===== config.mk =====
export PLATFORM = sky130hd
export DESIGN_NAME = octal_phase_tracker
export DESIGN_NICKNAME = d
export VERILOG_FILES = /design/src/rtl/octal_phase_tracker.sv
export SDC_FILE = /design/constraint.sdc
export NUM_CORES = 1
export LEC_CHECK = 0
export ABC_AREA = 1
export BUFFER_PORTS_ARGS = -buffer_cell sky130_fd_sc_hd__clkbuf_2
export CORE_ASPECT_RATIO = 1.1
export CORE_MARGIN = 3
export CORE_UTILIZATION = 45
export CTS_BUF_LIST = sky130_fd_sc_hd__clkbuf_4 sky130_fd_sc_hd__clkbuf_8
export DETAILED_ROUTE_END_ITERATION = 10
export GPL_ROUTABILITY_DRIVEN = 0
export PLACE_DENSITY = 0.7
export SLEW_MARGIN = 20
export SYNTH_ARGS = -nofsm -noshare
export SYNTH_HDL_FRONTEND = slang
export SYNTH_SLANG_ARGS = --single-unit

===== constraint.sdc =====
create_clock -name CLOCK -period 4.7 [get_ports CLOCK]
set_input_delay 0.705 -clock CLOCK [delete_from_list [all_inputs] [get_ports CLOCK]]
set_output_delay 0.705 -clock CLOCK [all_outputs]
set_load 0.03 [all_outputs]

===== src/rtl/octal_phase_tracker.sv =====
// Tracks the one-hot phase bus of an octal counter: encodes the phase, counts completed
// 8-phase cycles, latches the first illegal-sequence fault and pulses on a terminal count.
module octal_phase_tracker #(
    parameter int CW          = 8,
    parameter int TC_VALUE    = 100,
    parameter bit CHECK_CARRY = 1'b0
) (
    input  logic          CLOCK,
    input  logic          RESET,
    input  logic          EN,
    input  logic [7:0]    PHASE_IN,
    input  logic          CARRY_IN,
    input  logic          CLEAR_ERR,
    output logic [2:0]    PHASE_BIN,
    output logic [CW-1:0] CYCLES,
    output logic [CW+2:0] TOTAL,
    output logic          VALID,
    output logic          TC_PULSE,
    output logic          ERROR,
    output logic [1:0]    ERR_CODE,
    output logic [1:0]    STATE
);

    typedef enum logic [1:0] {
        ST_SYNC  = 2'b00,
        ST_TRACK = 2'b01,
        ST_FAULT = 2'b10
    } state_t;

    localparam logic [CW+2:0] TC_L = (CW+3)'(TC_VALUE);

    state_t        state_q, state_d;
    logic [2:0]    phase_bin_q, phase_bin_d;
    logic [CW-1:0] cycles_q, cycles_d;
    logic [1:0]    err_code_q, err_code_d;
    logic          tc_pulse_q, tc_pulse_d;
    logic          valid_q, valid_d;
    logic          error_q, error_d;

    logic          one_hot;
    logic [2:0]    new_phase;
    logic [2:0]    next_phase;
    logic          carry_ok;
    logic [CW+2:0] total_q, total_d;

    always_comb begin
        one_hot   = (PHASE_IN != 8'd0) && ((PHASE_IN & (PHASE_IN - 8'd1)) == 8'd0);
        new_phase = 3'd0;
        for (int i = 0; i < 8; i++) begin
            if (PHASE_IN[i]) new_phase = 3'(i);
        end
        next_phase = phase_bin_q + 3'd1;
        // The counter's carry is high for the lower half of the cycle (phases 0..3).
        carry_ok   = (CARRY_IN == ~new_phase[2]);
    end

    always_comb begin
        state_d     = state_q;
        phase_bin_d = phase_bin_q;
        cycles_d    = cycles_q;
        err_code_d  = err_code_q;
        if (EN) begin
            case (state_q)
                ST_SYNC: begin
                    if (PHASE_IN == 8'h01) begin
                        state_d     = ST_TRACK;
                        phase_bin_d = 3'd0;
                    end
                end
                ST_TRACK: begin
                    if (!one_hot) begin
                        state_d    = ST_FAULT;
                        err_code_d = 2'b01;
                    end else if (new_phase != phase_bin_q && new_phase != next_phase) begin
                        state_d    = ST_FAULT;
                        err_code_d = 2'b10;
                    end else if (CHECK_CARRY && !carry_ok) begin
                        state_d    = ST_FAULT;
                        err_code_d = 2'b11;
                    end else if (new_phase == next_phase) begin
                        phase_bin_d = new_phase;
                        if (phase_bin_q == 3'd7) cycles_d = cycles_q + CW'(1);
                    end
                end
                ST_FAULT: begin
                    if (CLEAR_ERR) begin
                        state_d    = ST_SYNC;
                        err_code_d = 2'b00;
                    end
                end
                default: state_d = ST_SYNC;
            endcase
        end
        total_q    = {cycles_q, phase_bin_q};
        total_d    = {cycles_d, phase_bin_d};
        // Pulse only on a change into the terminal value, so holds never re-fire it.
        tc_pulse_d = EN && (total_d != total_q) && (total_d == TC_L);
        valid_d    = (state_d == ST_TRACK);
        error_d    = (state_d == ST_FAULT);
    end

    always_ff @(posedge CLOCK) begin
        if (RESET) begin
            state_q     <= ST_SYNC;
            phase_bin_q <= 3'd0;
            cycles_q    <= '0;
            err_code_q  <= 2'b00;
            tc_pulse_q  <= 1'b0;
            valid_q     <= 1'b0;
            error_q     <= 1'b0;
        end else begin
            state_q     <= state_d;
            phase_bin_q <= phase_bin_d;
            cycles_q    <= cycles_d;
            err_code_q  <= err_code_d;
            tc_pulse_q  <= tc_pulse_d;
            valid_q     <= valid_d;
            error_q     <= error_d;
        end
    end

    assign PHASE_BIN = phase_bin_q;
    assign CYCLES    = cycles_q;
    assign TOTAL     = total_q;
    assign VALID     = valid_q;
    assign TC_PULSE  = tc_pulse_q;
    assign ERROR     = error_q;
    assign ERR_CODE  = err_code_q;
    assign STATE     = state_q;

endmodule

Word-level counts from Yosys, hierarchy flattened. Index checks and enable logic that the tools add are counted. W data, S select, Z words.

Register bits: 18. Input port bits: 13. Output and inout bits: 29. Word-level logic and storage cells: 62.

Add/subtract/negate cells: 3. Equal/unequal tests: 13. Multiplexer cells: 29. Bitwise logic cells: 1. Reductions and logical operators: 9.

Operators by type and width (number): $mux W8 (6); $mux W3 (11); $mux W2 (8); $eq A11 B7 Y1 const B (1); $ne A11 B11 Y1 (1); $add A8 B1 Y8 const B (1); $and A8 B8 Y8 (1); $eq A8 B1 Y1 const B (1); $logic_not A8 Y1 (1); $reduce_bool A8 Y1 (1); $sub A8 B1 Y8 const B (1); $ne A3 B3 Y1 (2); $pmux W2 S3 (1); $pmux W3 S2 (1); $eq A2 B1 Y1 const B (2); $eq A2 B2 Y1 const B (2); $logic_and A1 B1 Y1 (4); $pmux W2 S2 (1); $reduce_and A4 Y1 (1); $add A3 B1 Y3 const B (1); $eq A3 B3 Y1 (1); $eq A3 B3 Y1 const B (1); $ne A3 B3 Y1 const B (1); $logic_not A2 Y1 (1); other kinds (3) (3).

Longest topological paths before layout.
Depth in word-level cells: 16. Depth in mapped cells: 19. Depth with buffers taken out: 19.

Worst setup path after synthesis. No wires, ideal clock.

Path type: register -> register. Start: register phase_bin_q[0] (netlist: PHASE_BIN[0]). End: register tc_pulse_q (netlist: TC_PULSE). Library setup time: 0.064 ns. Arrival time: 2.290 ns. Required time: 4.636 ns. Setup slack: 2.346 ns. Stages on the path, launching flop included: 16. Buffers on the path: 0. Period minus slack after synthesis: 2.354 ns. Path through: dfxtp_1 -> ha_1 -> ha_1 -> nand3b_1 -> nand2_2 -> nand2_4 -> nor2_8 -> nand2_8 -> nor2_2 -> nand2_1 -> nor2_1 -> xnor2_1 -> nand2_1 -> nor2_1 -> nand3_1 -> nor2_1.

Word-level cells in the longest chain between the ends: 10. Elaborated cells on any way between the ends: 22. Classes of those cells: add/sub (1); eq/ne (6); mux (12); reduce/logical (3).

RTL lines: from (decl) (RTL line 33) `logic [2:0] phase_bin_q, phase_bin_d;`; from (signal assigned) (RTL line 113) `phase_bin_q <= phase_bin_d;`; $add A3 B1 Y3 / $eq A3 B3 Y1 (equally long branches) (RTL line 52, 82); $eq A3 B3 Y1, or another cell as far along (RTL line 80) `end else if (new_phase == next_phase) begin`; $mux W3, or another cell as far along (RTL line 80); $mux W3 / $mux W8 (equally long branches) (RTL line 74) `end else if (new_phase != phase_bin_q && new_phase != next_phase) begin`; $mux W3 / $mux W8 (equally long branches) (RTL line 71) `if (!one_hot) begin`; $pmux W3 S2 / $mux W8 (equally long branches) (RTL line 63) `case (state_q)`; $mux W3 / $mux W8 (equally long branches) (RTL line 62) `if (EN) begin`; $ne A11 B11 Y1 (RTL line 97) `tc_pulse_d = EN && (total_d != total_q) && (total_d == TC_L);`; $logic_and A1 B1 Y1 (RTL line 97); $logic_and A1 B1 Y1 * (RTL line 97); to (signal assigned) (RTL line 116) `tc_pulse_q <= tc_pulse_d;`; to (decl) (RTL line 36) `logic tc_pulse_q, tc_pulse_d;`.

Every way passes the cells marked *; elsewhere a longest branch is shown, timed or not. A chain may end at the register's enable or synchronous reset.

Final worst setup path. Ends and elaborated chain as after synthesis.

==> summary.md <==
| Metric | Value |
|---|---|
| Port buffer count | 40 |
| Worst reg2reg endpoint | TC_PULSE |
| Die X | 62.2 microns |
| Largest net degree at the start of global routing | 18 |
| Worst r2r src | PHASE_BIN[0] |
| CP Class | register to register |
| Synth area leader | dfxtp_1 |
| Least-Margin Pin Slew | 0.592 ns |
| Cells after Synth | 249 |
| RSZ-0062 raised after global routing | no |
| Fin crit share | 51.1% |
| TritonRoute pass-1 iters | 4 |
| Setup slack after layout | around 2.3 ns |
| Final Setup Violations | 0 |
| DR iter-0 viols | between 60 and 70 |
| Critical Path End Type | register |
| Number of max-cap violations | 0 |
| Post-CTS Resized | 0 |
| Post-synthesis cell type count | 31 |
| WP buf/inv | 0 |
| Hold Crit Endpoint | ERR_CODE[1] |
| Vias in the first global route | roughly 1300 |
| Syn-to-layout area delta | 12.7% |
| Leak Pwr | a little over 0.9 nW |
| CTS Buffer Depth | 2 |
| # diodes | 0 |
| Nets | between 200 and 300 |
| Total global-route track usage | approximately 17% |
| Vias per std cell | between 4 and 5 |
| Synth Warn # | 0 |
| HP Start | ERR_CODE[1] |
| DRC viols | 0 |
| Detailed placement HPWL | ~2600 microns |
| Required time of the critical path | 4.94 ns |
| Critical path's top delay family | simple AND/OR/NAND/NOR gates |
| Dpl ws | roughly 2.2 ns |
| Synth Area in Compound Gates | just over 7% |
| WL met3 | about 150 microns |
| Data arrival, critical path | 2.64 ns |
| DR WL met2 | 1530 microns |
| Adder and majority cell fraction of the synthesized area | around 2.4% |
| Register area | between 300 and 400 sq um |
| Core area | between 3000 and 4000 sq um |
| Crit-path most repeated cell | nor2_1 |
| Pwr dens | 172 nW/um^2 |
| Setup Skew | roughly 0.011 ns |
| HP Class | register to register |
| CTS Sinks | 18 |
| Worst path max stage delay | between 0.5 and 0.6 ns |
| Max-slew violation count | 0 |
| Setup crit start kind | register |
| Fin. Hold Viols | 0 |
| Remaining Overflow, GRT | 0 |
| Yosys reg bits | 18 |
| CTS tree | done |
| Multiplexer area fraction after synthesis | 0% |
| Clk Latency, worst-skew pair | roughly 0.3 ns |
| Synthesized cell area | around 1600 sq um |
| # IOs | 42 |
| Top_reg_cell synth | dfxtp_1 |
| Synth area leaders | dfxtp_1 23%, nand2_1 15%, inv_1 8.4%, nor2_1 7.9%, nand3_1 7.7% |
| Fraction of final layout cells sized beyond drive strength 1 | approximately 26% |
| Seq/Total Area, Yosys | roughly 23% |
| Peak Freq | ~0.42 GHz |
| Post-Synth XOR/XNOR Area | 1.12% |
| Detailed Route WL | about 3200 microns |
| Initial Util | roughly 49% |
| Setup Fix Bufs, Post-CTS | 0 |
| First-pass GRT wire length | between 5000 and 6000 microns |
| Num rows | 21 |
| Clock Pin Slew Worst Setup and Hold Paths | ~0.12 ns |
| Antenna violations before repair | 0 |
| Hold path cells | 2 |
| CP max FO | 9 |
| Simple-gate share of the synthesized area | between 50% and 60% |
| Post-synth top area share | 23.0% |
| Wl on met1 | ~1500 microns |
| Die area | around 4200 sq um |
| Multi-input gate area | slightly below 1000 sq um |
| Root Buffer Master | clkbuf_4 |
| FF-to-FF path depth | 15 |
| Vias after detailed routing | 1544 |
| Reg-to-reg slack, setup | around 2.3 ns |
| CP max-delay cell | dfxtp_1 |
| Die H | slightly below 70 microns |
| Max-slew headroom | around three fifths |
| Largest family of logic cells by synthesized area | simple AND/OR/NAND/NOR gates |
| Fillers | between 300 and 400 |
| Avg Synthesized Cell Area | 6.29 sq um |
| Post-synth EDFFs | 0 |
| Num CTS Buffers | 3 |
| Post-CTS Hold Fix Bufs | 0 |
| Syn Nets | between 200 and 300 |
| Top sig layer | met4 |
| Critical path, cell by cell | ha_1 > ha_1 > nand3b_1 > nand2_2 > nand2_4 > nor2_8 > nand2_8 > nor2_2 > nand2_1 > nor2_1 > xnor2_1 > nand2_1 > nor2_1 > nand3_1 > nor2_1 |
| Tmin final | ~2.4 ns |
| Routed len/inst | 9.81 microns |
| Worst ir drop on vdd | around 87 uV |
| Antenna-violating nets left | 0 |
| Setup tns final | 0 ns |
| Async S/R FF share, synth | 0% |
| Status | finished, final reports clean |
| Htree depth | 1 |
[worst max path at each step]
stage	depth (start not counted)	slack (ns)	to	start
2_1_floorplan	15	2.35	TC_PULSE	PHASE_BIN[0]
3_3_place_gp	12	2.18	TC_PULSE	PHASE_IN[4]
3_5_place_dp	12	2.16	TC_PULSE	PHASE_IN[4]
4_1_cts	15	2.27	TC_PULSE	PHASE_BIN[0]
5_1_grt	13	2.06	TC_PULSE	PHASE_BIN[0]
6_report	15	2.30	TC_PULSE	PHASE_BIN[0]
[metrics by stage]
step	total power [mW]	std cells	utilization [%]	hold WS (ns)	instance area, sq um
floorplan	0.195	249	-	0.586	1570
global placement	0.208	321	54.3	0.452	1730
detailed placement	0.208	321	54.3	0.465	1730
CTS	0.309	325	55.5	0.486	1760
global route	0.321	325	55.5	0.504	1760
finish	0.304	325	55.5	0.476	1760
[registers in the layout, indices dropped and copies added, names as in the netlist]
name and count:
CYCLES 8, PHASE_BIN 3, ERR_CODE 2, STATE 2, ERROR 1, TC_PULSE 1
VALID 1
[where the power goes]
group          internal [mW]  switching, mW  leakage (nW)  total, mW
Combinational         0.0160         0.0334         0.744     0.0493
Sequential             0.153        0.00152         0.145      0.155
Clock                 0.0472         0.0525        0.0210     0.0998
Total                  0.216         0.0874         0.910      0.304
[per-layer routing]
metal	GRT usage, %	up-vias
met1	20.2	671
met4	6.63	0
li1	-	838
met5	0	-
met2	30.6	30
met3	2.63	5
[cell families (layout without fill, tap and decap cells)]
| logic type | Yosys count | after routing |
|---|---|---|
| AND/OR/NAND/NOR | 156 | 156 |
| buffers and inverters | 50 | 80 |
| XOR/XNOR | 2 | 2 |
| AO/OA/AOI/OAI | 20 | 20 |
| adder cells (fa/ha/maj) | 3 | 3 |
| flip-flops | 18 | 18 |
[synth_stat cells (4+ instances only)]
cell and count:
a21oi_1 9, buf_4 11, dfxtp_1 18, inv_1 35, nand2_1 61, nand2_2 6, nand3_1 24, nand4_1 6
nor2_1 33, nor2_2 7, nor2_4 4, o21ai_0 7
[area by class of cell]
type,count,area share [%]
Multi-Input combinational cell,181,55.2
Sequential cell,18,20.4
Timing Repair Buffer,40,11.3
Inverter,36,7.66
Tap cell,46,3.26
Clock buffer,4,2.06
[tightest hold or removal path: stages (launching register included)]
cell	delay [ns]
dfxtp_1	0.33
nand2_1	0.06
a21oi_1	0.05
[cell usage in the layout, fill, tap and decap left out, drive strengths merged, types with 3 or more instances in the layout]
master / n
o21ai: 8
dfxtp: 18
nand4: 7
inv: 36
a21oi: 10
clkbuf: 44
nor2: 46
nand3: 25
nor3: 3
nand2: 71
ha: 3
nand3b: 3
Power figures use the tool's default switching activity.
